--- config.mk ---
export PLATFORM = sky130hd
export DESIGN_NAME = axis_rr_arbiter
export DESIGN_NICKNAME = d
export VERILOG_FILES = /design/src/rtl/axis_rr_arbiter.sv
export SDC_FILE = /design/constraint.sdc
export NUM_CORES = 1
export LEC_CHECK = 0
export ABC_CLOCK_PERIOD_IN_PS = 4700
export BUFFER_PORTS_ARGS = -buffer_cell sky130_fd_sc_hd__buf_2
export CORE_ASPECT_RATIO = 2
export CORE_MARGIN = 1.5
export CORE_UTILIZATION = 30
export DETAILED_ROUTE_END_ITERATION = 8
export HOLD_SLACK_MARGIN = 0.12
export PLACE_DENSITY = 0.7
export SLEW_MARGIN = 20
export SYNTH_ARGS = -nofsm -noshare
export SYNTH_HDL_FRONTEND = slang
export SYNTH_SLANG_ARGS = --single-unit
--- constraint.sdc ---
create_clock -name clk -period 4.7 [get_ports clk]
set_input_delay 0.705 -clock clk [delete_from_list [all_inputs] [get_ports clk]]
set_output_delay 0.705 -clock clk [all_outputs]
set_load 0.01 [all_outputs]
--- src/rtl/axis_rr_arbiter.sv ---
// axis_rr_arbiter
//   Packet-aware round-robin arbiter. Merges NUM_PORTS AXI-Stream sources onto
//   one registered master stream. A grant is held from the first beat until the
//   tlast beat is accepted, so packets from different sources never interleave.
//
// Ports
//   clk       rising-edge clock
//   reset     asynchronous reset, active-high
//   s_tdata   per-port data, port i at [i*DATA_WIDTH +: DATA_WIDTH]
//   s_tvalid  per-port valid
//   s_tready  per-port ready (only the granted port can see 1)
//   s_tlast   per-port end-of-packet
//   m_tdata   merged data (registered)
//   m_tvalid  merged valid (registered)
//   m_tready  downstream ready
//   m_tlast   merged end-of-packet (registered)
//   grant_id  port currently granted, or last granted while idle
//   busy      1 while a packet is being streamed
//
// state  | meaning
// -------+------------------------------------------------------------------
// IDLE   | no grant; pick next requester in rotation after last_grant
// STREAM | grant_id owns the output until its tlast beat is accepted

module axis_rr_arbiter #(
   parameter int  DATA_WIDTH = 8,
   parameter int  NUM_PORTS  = 4,
   localparam int IDW        = $clog2(NUM_PORTS)
) (
   input  logic                            clk,
   input  logic                            reset,
   input  logic [NUM_PORTS*DATA_WIDTH-1:0] s_tdata,
   input  logic [NUM_PORTS-1:0]            s_tvalid,
   output logic [NUM_PORTS-1:0]            s_tready,
   input  logic [NUM_PORTS-1:0]            s_tlast,
   output logic [DATA_WIDTH-1:0]           m_tdata,
   output logic                            m_tvalid,
   input  logic                            m_tready,
   output logic                            m_tlast,
   output logic [IDW-1:0]                  grant_id,
   output logic                            busy
);

   localparam int SW = IDW + 1;

   typedef enum logic {
      IDLE,
      STREAM
   } state_t;

   state_t                state;
   logic [IDW-1:0]        last_grant;

   logic                  pick_valid;
   logic [IDW-1:0]        pick_idx;
   logic [SW-1:0]         arb_sum;

   logic [DATA_WIDTH-1:0] g_data;
   logic                  g_valid;
   logic                  g_last;
   logic                  g_ready;
   logic                  accept;

   // Rotating priority: walk candidates from farthest to nearest so the
   // nearest port after last_grant overwrites the pick and wins.
   always_comb begin
      pick_valid = 1'b0;
      pick_idx   = '0;
      arb_sum    = '0;
      for (int k = NUM_PORTS; k >= 1; k--) begin
         arb_sum = {1'b0, last_grant} + SW'(k);
         if (arb_sum >= SW'(NUM_PORTS)) begin
            arb_sum = arb_sum - SW'(NUM_PORTS);
         end
         if (s_tvalid[arb_sum[IDW-1:0]]) begin
            pick_valid = 1'b1;
            pick_idx   = arb_sum[IDW-1:0];
         end
      end
   end

   // Select the granted port with constant slices only, so X on idle ports
   // never reaches the output register.
   always_comb begin
      g_data  = '0;
      g_valid = 1'b0;
      g_last  = 1'b0;
      for (int i = 0; i < NUM_PORTS; i++) begin
         if (grant_id == IDW'(i)) begin
            g_data  = s_tdata[i*DATA_WIDTH +: DATA_WIDTH];
            g_valid = s_tvalid[i];
            g_last  = s_tlast[i];
         end
      end
   end

   // Output stage can take a new beat when empty or draining this cycle.
   assign g_ready = m_tready || !m_tvalid;
   assign accept  = (state == STREAM) && g_valid && g_ready;

   always_comb begin
      s_tready = '0;
      if (state == STREAM) begin
         for (int i = 0; i < NUM_PORTS; i++) begin
            if (grant_id == IDW'(i)) begin
               s_tready[i] = g_ready;
            end
         end
      end
   end

   always_ff @(posedge clk or posedge reset) begin
      if (reset) begin
         state      <= IDLE;
         busy       <= 1'b0;
         grant_id   <= '0;
         last_grant <= IDW'(NUM_PORTS - 1);
         m_tdata    <= '0;
         m_tvalid   <= 1'b0;
         m_tlast    <= 1'b0;
      end else begin
         case (state)
            IDLE: begin
               if (pick_valid) begin
                  grant_id   <= pick_idx;
                  last_grant <= pick_idx;
                  state      <= STREAM;
                  busy       <= 1'b1;
               end
            end
            STREAM: begin
               if (accept && g_last) begin
                  state <= IDLE;
                  busy  <= 1'b0;
               end
            end
            default: begin
               state <= IDLE;
               busy  <= 1'b0;
            end
         endcase

         if (accept) begin
            m_tdata  <= g_data;
            m_tlast  <= g_last;
            m_tvalid <= 1'b1;
         end else if (m_tready) begin
            m_tvalid <= 1'b0;
         end
      end
   end

endmodule

# Word level (Yosys, flattened, before mapping)
# Index checks and enable logic that the tools add are counted.
[totals]
ff_bits = 16
inputBits = 43
output_inout_bits = 17
word_cells = 83
[op_classes]
n_addsub = 8
order_cmp = 8
eq_ne = 5
n_mux = 45
bitwise_logic = 1
n_reduce_logical = 9
[ops]
columns = ["operator", "n"]
rows = [
  ["8-bit two-way mux", 4],
  ["1-bit two-way mux", 26],
  ["2-bit two-way mux", 8],
  ["3-bit greater-or-equal comparator, second input constant", 4],
  ["2-bit by 3-bit < comparator with 1-bit output, second input constant", 4],
  ["1-bit binary-select mux with 2-bit select", 4],
  ["2-bit by 1-bit subtractor with 2-bit output, second input constant", 4],
  ["2-bit by 2-bit adder with 3-bit output, second input constant", 2],
  ["2-bit == test, second input constant", 2],
  ["4-bit two-way mux", 1],
  ["1-bit one-hot mux with 2 select lines", 2],
  ["2-bit AND reduction", 2],
  ["2-bit by 1-bit adder with 3-bit output, second input constant", 1],
  ["2-bit by 3-bit adder with 3-bit output, second input constant", 1],
  ["1-bit logical AND", 3],
  ["2-bit by 1-bit == test with 1-bit output, second input constant", 1],
  ["2-bit logical NOT", 1],
  ["2-bit by 1-bit != test with 1-bit output, second input constant", 1],
  ["2-bit != test, second input constant", 1],
  ["2-bit nonzero test", 1],
  ["1-bit logical NOT", 1],
  ["1-bit logical OR", 1],
  ["1-bit inverter", 1],
]

# Depth between registers and ports, before layout
# Gate-level depths: netlist of the first run.
[depth]
depth_word = 11
mapped_depth = 3
depth_no_buf = 3

# Worst setup path before layout of the first run
# No wires, ideal clock.
[synth_path]
kind = "input -> output"
from = "in m_tready"
to = "out s_tready[0]"
arrival_ns = 1.157
t_required_ns = 3.995
setup_slack_ns = 2.838
cell_stages = 3
n_path_buf = 0
cell_sequence = "or2b_4 -> nand2_1 -> nor3_1"
[synth_between]
elab_chain_cells = 3
[synth_rtl]
columns = ["item", "line", "source"]
rows = [
  ["start: declaration", "38", "input logic m_tready,"],
  ["1-bit logical OR", "98", "assign g_ready = m_tready || !m_tvalid;"],
  ["1-bit two-way mux", "105", "if (grant_id == IDW'(i)) begin"],
  ["4-bit two-way mux", "103", "if (state == STREAM) begin"],
  ["end: declaration", "34", "output logic [NUM_PORTS-1:0] s_tready,"],
]
# No other way between the ends.

# Worst setup path after layout of the first run
[layout_path]
from = "reg grant_id[0]"
to = "out s_tready[1]"
[layout_between]
elab_chain_cells = 3
[layout_rtl]
columns = ["item", "line", "source"]
rows = [
  ["start: declaration", "40", "output logic [IDW-1:0] grant_id,"],
  ["start signal: assignment", "125", "grant_id <= pick_idx;"],
  ["2-bit by 1-bit == test with 1-bit output", "105", ""],
  ["1-bit two-way mux", "105", ""],
  ["4-bit two-way mux", "103", ""],
]
# No other way between the ends.

==> results of run 1 <==
cell usage after synthesis, drive strengths merged, types with 3 or more instances:
master	n	area share (%)
inv	3	1.1
dfrtp	14	35
nand2	3	1.1
nor2	5	1.9
nor2b	4	2.5
mux4	10	24
mux2	8	12
cells by family (layout without fill, tap and decap cells):
group | count (synthesis) | in the layout | share of synthesized area [%]
buffers and inverters | 6 | 66 | 3.333
and+or+nand+nor | 21 | 21 | 12.35
AOI/OAI and AO/OA | 11 | 11 | 9.012
DFF | 16 | 16 | 39.75
muxes | 18 | 18 | 35.56
flip-flops by register name, summed over array words and instances, names as in the netlist:
signal	flops
m_tlast	1
m_tdata	8
m_tvalid	1
state	1
grant_id	2
last_grant	2
busy	1
per-layer routing:
| metal | wire (um) | vias to the layer above | global-route usage, % | part of all wire, % |
|---|---|---|---|---|
| met4 | 31 | 0 | 4.959 | 1.2 |
| met2 | 1436 | 34 | 26.47 | 57 |
| met5 | 0 | - | 0 | 0 |
| met3 | 145 | 4 | 2.340 | 5.7 |
| li1 | - | 402 | - | - |
| met1 | 916 | 422 | 16.13 | 36 |
power breakdown:
group	internal [mW]	leakage [nW]	switching (mW)	total [mW]
registers	0.214	0.183	0.0899	0.304
logic	0.267	0.494	0.170	0.437
clock network	0.0598	0.0228	0.0418	0.102
worst max path at each step:
| stage | slack [ns] | endpoint | depth (start not counted) |
|---|---|---|---|
| 5_1_grt | 2.36 | s_tready[1] | 3 |
| 3_5_place_dp | 2.59 | s_tready[2] | 5 |
| 2_1_floorplan | 2.84 | s_tready[0] | 3 |
| 6_report | 2.48 | s_tready[1] | 3 |
| 4_1_cts | 2.45 | s_tready[1] | 3 |
| 3_3_place_gp | 2.61 | s_tready[2] | 5 |
through the flow:
stage | utilization, % | setup slack [ns]
6_report | 42.91 | 2.475
5_1_grt | 42.91 | 2.357
4_1_cts | 42.91 | 2.451
3_5_place_dp | 41.50 | 2.588
3_3_place_gp | 41.50 | 2.606
2_1_floorplan | - | 2.838
area by class of cell:
cell class	instances	area (um2)
clock buffers	4	45.04
fillers	321	1823
repair buffers	59	295.3
inverters	3	11.26
well taps	31	38.79
flip-flops and latches	16	402.9
multi-input cells	50	576.8
worst max-delay path: stages (launching register included):
cell and delay [ns]:
dfrtp_1 0.76, inv_1 0.17, nor3_1 0.19, buf_2 0.16
==> impl_metrics.toml, run 1 <==
[status]
status = "finished clean"

[global_route]
grt_pass1_vias = 904
grt_max_degree = 17
grt_usage_pct = 14.50
overflow = 0
grt_pass1_wl_mm = 4.112
antenna_found_initial = 0

[critical_path]
end_kind = "output port"
cp_max_fo = 14
timing.rr.end = "m_tdata[7]"
arrival_ns = 1.52
r2r_start = "grant_id[0]"
r2r_setup_slack_ns = 2.64
crit_type = "reg2out"
cp-startpoint = "grant_id[0]"
reg2reg_depth = 3
worstPathRequired_ns = 3.99
startpoint_type = "flip-flop"

[placed_design]
gp_congestion = 0.8021
portBuffers = 59
dp.cells = 159
dpl_cell_area_um2 = 1325
dp_hpwl_mm = 2.095

[floorplanning]
die_w_um = 44.10
coreArea_um2 = 3193
die_h_um = 85.20
start_util_pct = 31.74
pin_count = 60
dieArea_um2 = 3757
num_rows = 29

[timing]
slew_headroom_pct = 56.60
rsz0062_at_grt = "false"
post-route-period-util_pct = 47.33
hold_ws_ns = 0.4828
drv_slew = 0
finalHoldViolations = 0
fin_tns_setup_ns = 0
fin_skew_ns = 0.001578
final-setup-viol-count = 0
fin_crit_ns = 2.225
worst_pin_slew_ns = 0.6510
fmax_ghz = 0.4495

[hold_path]
min_to = "last_grant[0]"
min_from = "last_grant[0]"
hold_depth = 2
min_path_type = "reg2reg"

[detailed_routing]
vias_per_cell = 5.288
finalWirelength_mm = 2.530
drc = 0
vias = 862
routedWlPerCell_um = 15.52
drt-initial-drc-count = 10
first_pass_iters = 4
ant_nets = 0

[layout]
antenna_cells = 0
instances_no_fill = 163
mostFrequentLayoutCells = "59 x buf_2, 14 x dfrtp_1, 8 x mux2_4"
area_growth_pct = 35.18
nets = 176
final_common_cell = "buf_2"
postLayoutCellArea_um2 = 1370
drive_gt1_share_pct = 61.36

[power_and_ir_drop]
peakVddDrop_v = 0.0003513
p_leak_nw = 0.6991
total_power_uw = 842.9
cellPowerDensity_nw_per_um2 = 615.3

[clock_tree]
hold_buffers = 0
clkTransAtPathRegs_ns = 0.06
htree_num_levels = 1
post_cts_resize_count = 0
insertion_delay_ns = 0.24
numCtsBuffers = 3
post-cts-setup-buffers = 0
cts_tree = "built"
clkSinkCount = 16
cts_root_buf = "clkbuf_8"
clockBufferDepth = 2

[synthesis]
synth_nets = 115
ys_seq_area_share_pct = 39.75
avgSynthCellArea_um2 = 14.08
async_reset_ff_share_pct = 100.0
synth-seq-cells = 16
ys_types = 27
syn-cell-area_um2 = 1013
synth_edf_count = 0
synth_warnings = 0
ys.flop_type = "dfrtp_1"
syn_inst = 72

[run]
cap_violations = 0
Power figures use the tool's default switching activity.
==> run 2: changes to the inputs <==
--- a/config.mk
+++ b/config.mk
@@ -5,14 +5,14 @@
 export SDC_FILE = /design/constraint.sdc
 export NUM_CORES = 1
 export LEC_CHECK = 0
-export ABC_CLOCK_PERIOD_IN_PS = 4700
+export ABC_CLOCK_PERIOD_IN_PS = 1800
 export BUFFER_PORTS_ARGS = -buffer_cell sky130_fd_sc_hd__buf_2
 export CORE_ASPECT_RATIO = 2
 export CORE_MARGIN = 1.5
 export CORE_UTILIZATION = 30
 export DETAILED_ROUTE_END_ITERATION = 8
 export HOLD_SLACK_MARGIN = 0.12
-export PLACE_DENSITY = 0.7
+export PLACE_DENSITY = 0.72
 export SLEW_MARGIN = 20
 export SYNTH_ARGS = -nofsm -noshare
 export SYNTH_HDL_FRONTEND = slang
==> constraint.sdc (replaced) <==
create_clock -name clk -period 1.8 [get_ports clk]
set_input_delay 0.27 -clock clk [delete_from_list [all_inputs] [get_ports clk]]
set_output_delay 0.27 -clock clk [all_outputs]
set_load 0.01 [all_outputs]
==> impl_metrics.toml, run 2 (synthesis gave the netlist of run 1 again) <==
[layout]
drive_gt1_share_pct = 62.22
mostFrequentLayoutCells = "59 x buf_2, 14 x dfrtp_1, 8 x mux2_4"
final_common_cell = "buf_2"
antenna_cells = 0
instances_no_fill = 166
largest_register = "m_tdata"
largest_reg_flops = 8
area_growth_pct = 38.64
top_regs = "m_tdata: 8 flops, grant_id: 2 flops, last_grant: 2 flops"
nets = 179

[detailed_routing]
vias = 850
drc = 0
routedWlPerCell_um = 16.39
first_pass_iters = 4
finalWirelength_mm = 2.720
drt-initial-drc-count = 18
ant_nets = 0
vias_per_cell = 5.120

[floorplanning]
die_h_um = 85.20
start_util_pct = 31.74
num_rows = 29
pin_count = 60
die_w_um = 44.10
dieArea_um2 = 3757
coreArea_um2 = 3193

[global_route]
antenna_found_initial = 0
overflow = 0
grt_pass1_wl_mm = 4.257
grt_pass1_vias = 919
grt_max_degree = 17
grt_usage_pct = 15.75

[critical_path]
end_kind = "flip-flop"
startpoint_type = "flip-flop"
r2r_start = "grant_id[0]"
worstPathRequired_ns = 1.95
crit_type = "reg2reg"
reg2reg_depth = 4
arrival_ns = 1.78
r2r_setup_slack_ns = 0.17
timing.rr.end = "m_tlast"
cp_max_fo = 13

[timing]
fin_tns_setup_ns = 0
fin_crit_ns = 1.630
rsz0062_at_grt = "false"
fin_skew_ns = 0.0007160
drv_slew = 0
finalHoldViolations = 0
fmax_ghz = 0.6137
hold_ws_ns = 0.3222
post-route-period-util_pct = 90.53
final-setup-viol-count = 0
slew_headroom_pct = 58.66
worst_pin_slew_ns = 0.6194

[clock_tree]
cts_tree = "built"
clkTransAtPathRegs_ns = 0.06
clockBufferDepth = 2
post-cts-setup-buffers = 0
insertion_delay_ns = 0.26
cts_root_buf = "clkbuf_8"
clkSinkCount = 16
numCtsBuffers = 3
post_cts_resize_count = 0
htree_num_levels = 1

[power_and_ir_drop]
peakVddDrop_v = 0.0007067
total_power_mw = 2.305
cellPowerDensity_nw_per_um2 = 1640
p_leak_nw = 0.7189

[hold_path]
hold_depth = 3
min_from = "m_tready"
min_to = "m_tvalid"
min_path_type = "in2reg"

[placed_design]
gp_congestion = 0.7873
dp_hpwl_mm = 2.251
dp.cells = 161
portBuffers = 59

[run]
cap_violations = 0

[status]
status = "finished clean"
[run 2: cell count changes in the layout (fill, tap and decap cells not counted), sizes merged]
cell         change
buf              +2
dlygate4sd3      +1
[run 2: power breakdown]
part	switching [mW]	internal [mW]
clock network	0.134	0.195
logic	0.551	0.724
registers	0.139	0.562
total	0.824	1.48
[run 2: what timing repair did]
item | CTS | global route
hold endpoints to repair | 14 | 0
hold buffers | 1 | 0
setup endpoints to repair | 0 | 0
[run 2: worst max-delay path by stage]
stage | from | endpoint | cells after the start
6_report | grant_id[0] | m_tlast | 4
2_1_floorplan | grant_id[0] | m_tdata[0] | 3
3_5_place_dp | grant_id[0] | m_tlast | 4
3_3_place_gp | grant_id[0] | m_tlast | 4
5_1_grt | grant_id[0] | m_tlast | 4
4_1_cts | grant_id[0] | m_tlast | 4
[run 2: area by class of cell]
| cell class | count | area (um2) |
|---|---|---|
| Clock buffer | 4 | 55.05 |
| Fill cell | 327 | 1788 |
| Tap cell | 31 | 38.79 |
| Timing Repair Buffer | 62 | 320.3 |
| Inverter | 3 | 11.26 |
| Multi-Input combinational cell | 50 | 576.8 |
| Sequential cell | 16 | 402.9 |
[run 2: metrics by stage]
| stage | util [%] | cell area (um2) | setup slack, ns |
|---|---|---|---|
| global route | 44.00 | 1405 | 0.1079 |
| CTS | 44.00 | 1405 | 0.1679 |
| floorplan | - | 1013 | 0.1458 |
| global placement | 41.97 | 1340 | 0.2096 |
| detailed placement | 41.97 | 1340 | 0.1736 |
| finish | 44.00 | 1405 | 0.1704 |
[run 2: routing by layer]
layer	global-route usage, %	routed length, um
met5	0	0
met4	11.57	121
met3	2.340	193
met2	25.53	1463
met1	17.84	941
[run 2: critical path: stages (launching register included)]
cell and delay (ns):
dfrtp_1 0.36, buf_4 0.23, mux4_1 0.57, nand4_1 0.15, a21bo_1 0.21
==> run 3: changes to the inputs <==
--- a/config.mk
+++ b/config.mk
@@ -5,14 +5,15 @@
 export SDC_FILE = /design/constraint.sdc
 export NUM_CORES = 1
 export LEC_CHECK = 0
-export ABC_CLOCK_PERIOD_IN_PS = 1800
+export ABC_CLOCK_PERIOD_IN_PS = 1900
 export BUFFER_PORTS_ARGS = -buffer_cell sky130_fd_sc_hd__buf_2
 export CORE_ASPECT_RATIO = 2
 export CORE_MARGIN = 1.5
 export CORE_UTILIZATION = 30
+export CTS_BUF_LIST = sky130_fd_sc_hd__clkbuf_16
 export DETAILED_ROUTE_END_ITERATION = 8
 export HOLD_SLACK_MARGIN = 0.12
-export PLACE_DENSITY = 0.72
+export PLACE_DENSITY = 0.7
 export SLEW_MARGIN = 20
 export SYNTH_ARGS = -nofsm -noshare
 export SYNTH_HDL_FRONTEND = slang
==> constraint.sdc (replaced) <==
create_clock -name clk -period 1.9 [get_ports clk]
set_input_delay 0.285 -clock clk [delete_from_list [all_inputs] [get_ports clk]]
set_output_delay 0.285 -clock clk [all_outputs]
set_load 0.01 [all_outputs]
==> impl_metrics.toml, run 3 (synthesis gave the netlist of run 1 again) <==
[status]
status = "finished clean"

[critical_path]
startpoint_type = "flip-flop"
cp_num_buf_inv = 1
worstPathRequired_ns = 2.04
worstPathCellList = "buf_4 > mux4_1 > nand4_1 > a21bo_1"
path_delay_family = "multiplexers"
end_kind = "flip-flop"
cpPeakStageDelay_ns = 0.57
arrival_ns = 1.77
crit_type = "reg2reg"
slowest_stage = "mux4_1"
cp_max_fo = 13

[floorplanning]
coreArea_um2 = 3193
start_util_pct = 31.74
die_h_um = 85.20
die_w_um = 44.10
num_rows = 29
dieArea_um2 = 3757
pin_count = 60

[layout]
drive_gt1_share_pct = 61.94
nFillCells = 310
nets = 178
mostFrequentLayoutCells = "59 x buf_2, 14 x dfrtp_1, 8 x mux2_4"
final_common_cell = "buf_2"
postLayoutCellArea_um2 = 1419
utilization_pct = 44.44
antenna_cells = 0
largest_register = "m_tdata"
area_growth_pct = 40.00
largest_reg_flops = 8
top_regs = "m_tdata: 8 flops, grant_id: 2 flops, last_grant: 2 flops"

[detailed_routing]
vias_per_cell = 5.236
routedWlPerCell_um = 15.64
vias = 864
drc = 0
finalWirelength_mm = 2.581
drt-initial-drc-count = 36
ant_nets = 0
first_pass_iters = 6

[global_route]
busiest_layer = "met2"
grt_pass1_wl_mm = 4.064
antenna_found_initial = 0
use_met2_pct = 25.67
grt_usage_pct = 14.71
grt_pass1_vias = 919
overflow = 0
gr-usage-met3_pct = 2.553
grt_max_degree = 17
use_met1_pct = 15.70

[timing]
finalHoldViolations = 0
worst_pin_slew_ns = 0.5941
drv_slew = 0
rsz0062_at_grt = "false"
fin_skew_ns = 0.0009754
fin_tns_setup_ns = 0
post-route-period-util_pct = 85.71
slew_headroom_pct = 60.35
fin_crit_ns = 1.629
fmax_ghz = 0.6140
final-setup-viol-count = 0

[power_and_ir_drop]
p_leak_nw = 0.7283
cellPowerDensity_nw_per_um2 = 1606
peakVddDrop_v = 0.0007106

[clock_tree]
clockBufferDepth = 2
hold_buffers = 0
clkSinkCount = 16
insertion_delay_ns = 0.25
post-cts-setup-buffers = 0
post_cts_resize_count = 0
cts_tree = "built"
clkTransAtPathRegs_ns = 0.05
cts_root_buf = "clkbuf_16"
numCtsBuffers = 3
htree_num_levels = 1

[placed_design]
gp_congestion = 0.8213
portBuffers = 59
dp_hpwl_mm = 2.117
dpl_cell_area_um2 = 1340

[run]
cap_violations = 0

[hold_path]
min_path_type = "in2async"
[run 3: cell count changes in the layout (fill, tap and decap cells not counted), sizes merged]
cell	delta
inv	+1
clkbuf	-1
dlygate4sd3	-1
[run 3: metal layers]
metal	vias up	wire, um	share of wire [%]
met5	-	0	0
met1	409	951	37
met2	39	1408	55
met4	0	71	2.8
li1	407	-	-
met3	9	149	5.8
[run 3: power by group]
part	total (mW)	leakage (nW)	switching (mW)	internal [mW]
clock network	0.417	0.0423	0.137	0.280
logic	1.20	0.503	0.516	0.684
registers	0.662	0.183	0.128	0.534
total	2.28	0.728	0.781	1.50
[run 3: cell type report]
cell class,instances,area (um2),share of cell area [%]
flip-flops and latches,16,402.9,28.40
repair buffers,61,310.3,21.87
multi-input cells,50,576.8,40.65
clock buffers,3,75.07,5.291
inverters,3,11.26,0.7937
well taps,31,38.79,2.734
clock inverters,1,3.754,0.2646
[run 3: path summary, 6_finish.rpt]
| kind | from | to | slack, ns | cells past startpoint |
|---|---|---|---|---|
| worst max-delay path | grant_id[0] | m_tlast | 0.27 | 4 |
| worst min-delay path | reset | m_tdata[3] | 0.09 | 2 |
| worst max register to register | grant_id[0] | m_tlast | 0.27 | 4 |
| worst min register to register | m_tlast | m_tlast | 0.48 | 1 |
| max in group asynchronous | reset | busy | 1.42 | 2 |
| min in group clk | m_tready | m_tvalid | 0.36 | 3 |
[run 3: per-stage QoR]
step	setup slack [ns]	std cells	power [mW]	hold WS, ns
2_1_floorplan	0.2458	72	1.542	0.1973
3_5_place_dp	0.2738	161	1.876	0.3860
5_1_grt	0.1944	165	2.417	0.1718
4_1_cts	0.2670	165	2.296	0.1252
3_3_place_gp	0.3046	161	1.834	0.3703
6_report	0.2714	165	2.279	0.09430
[run 3: worst reg2reg max path: cells and delay by family, from the launching register on]
kind,cells,cell delay [ns]
mux,1,0.57
buf+inv,1,0.24
compound gates,1,0.21
simple gates,1,0.14
flops,1,0.37
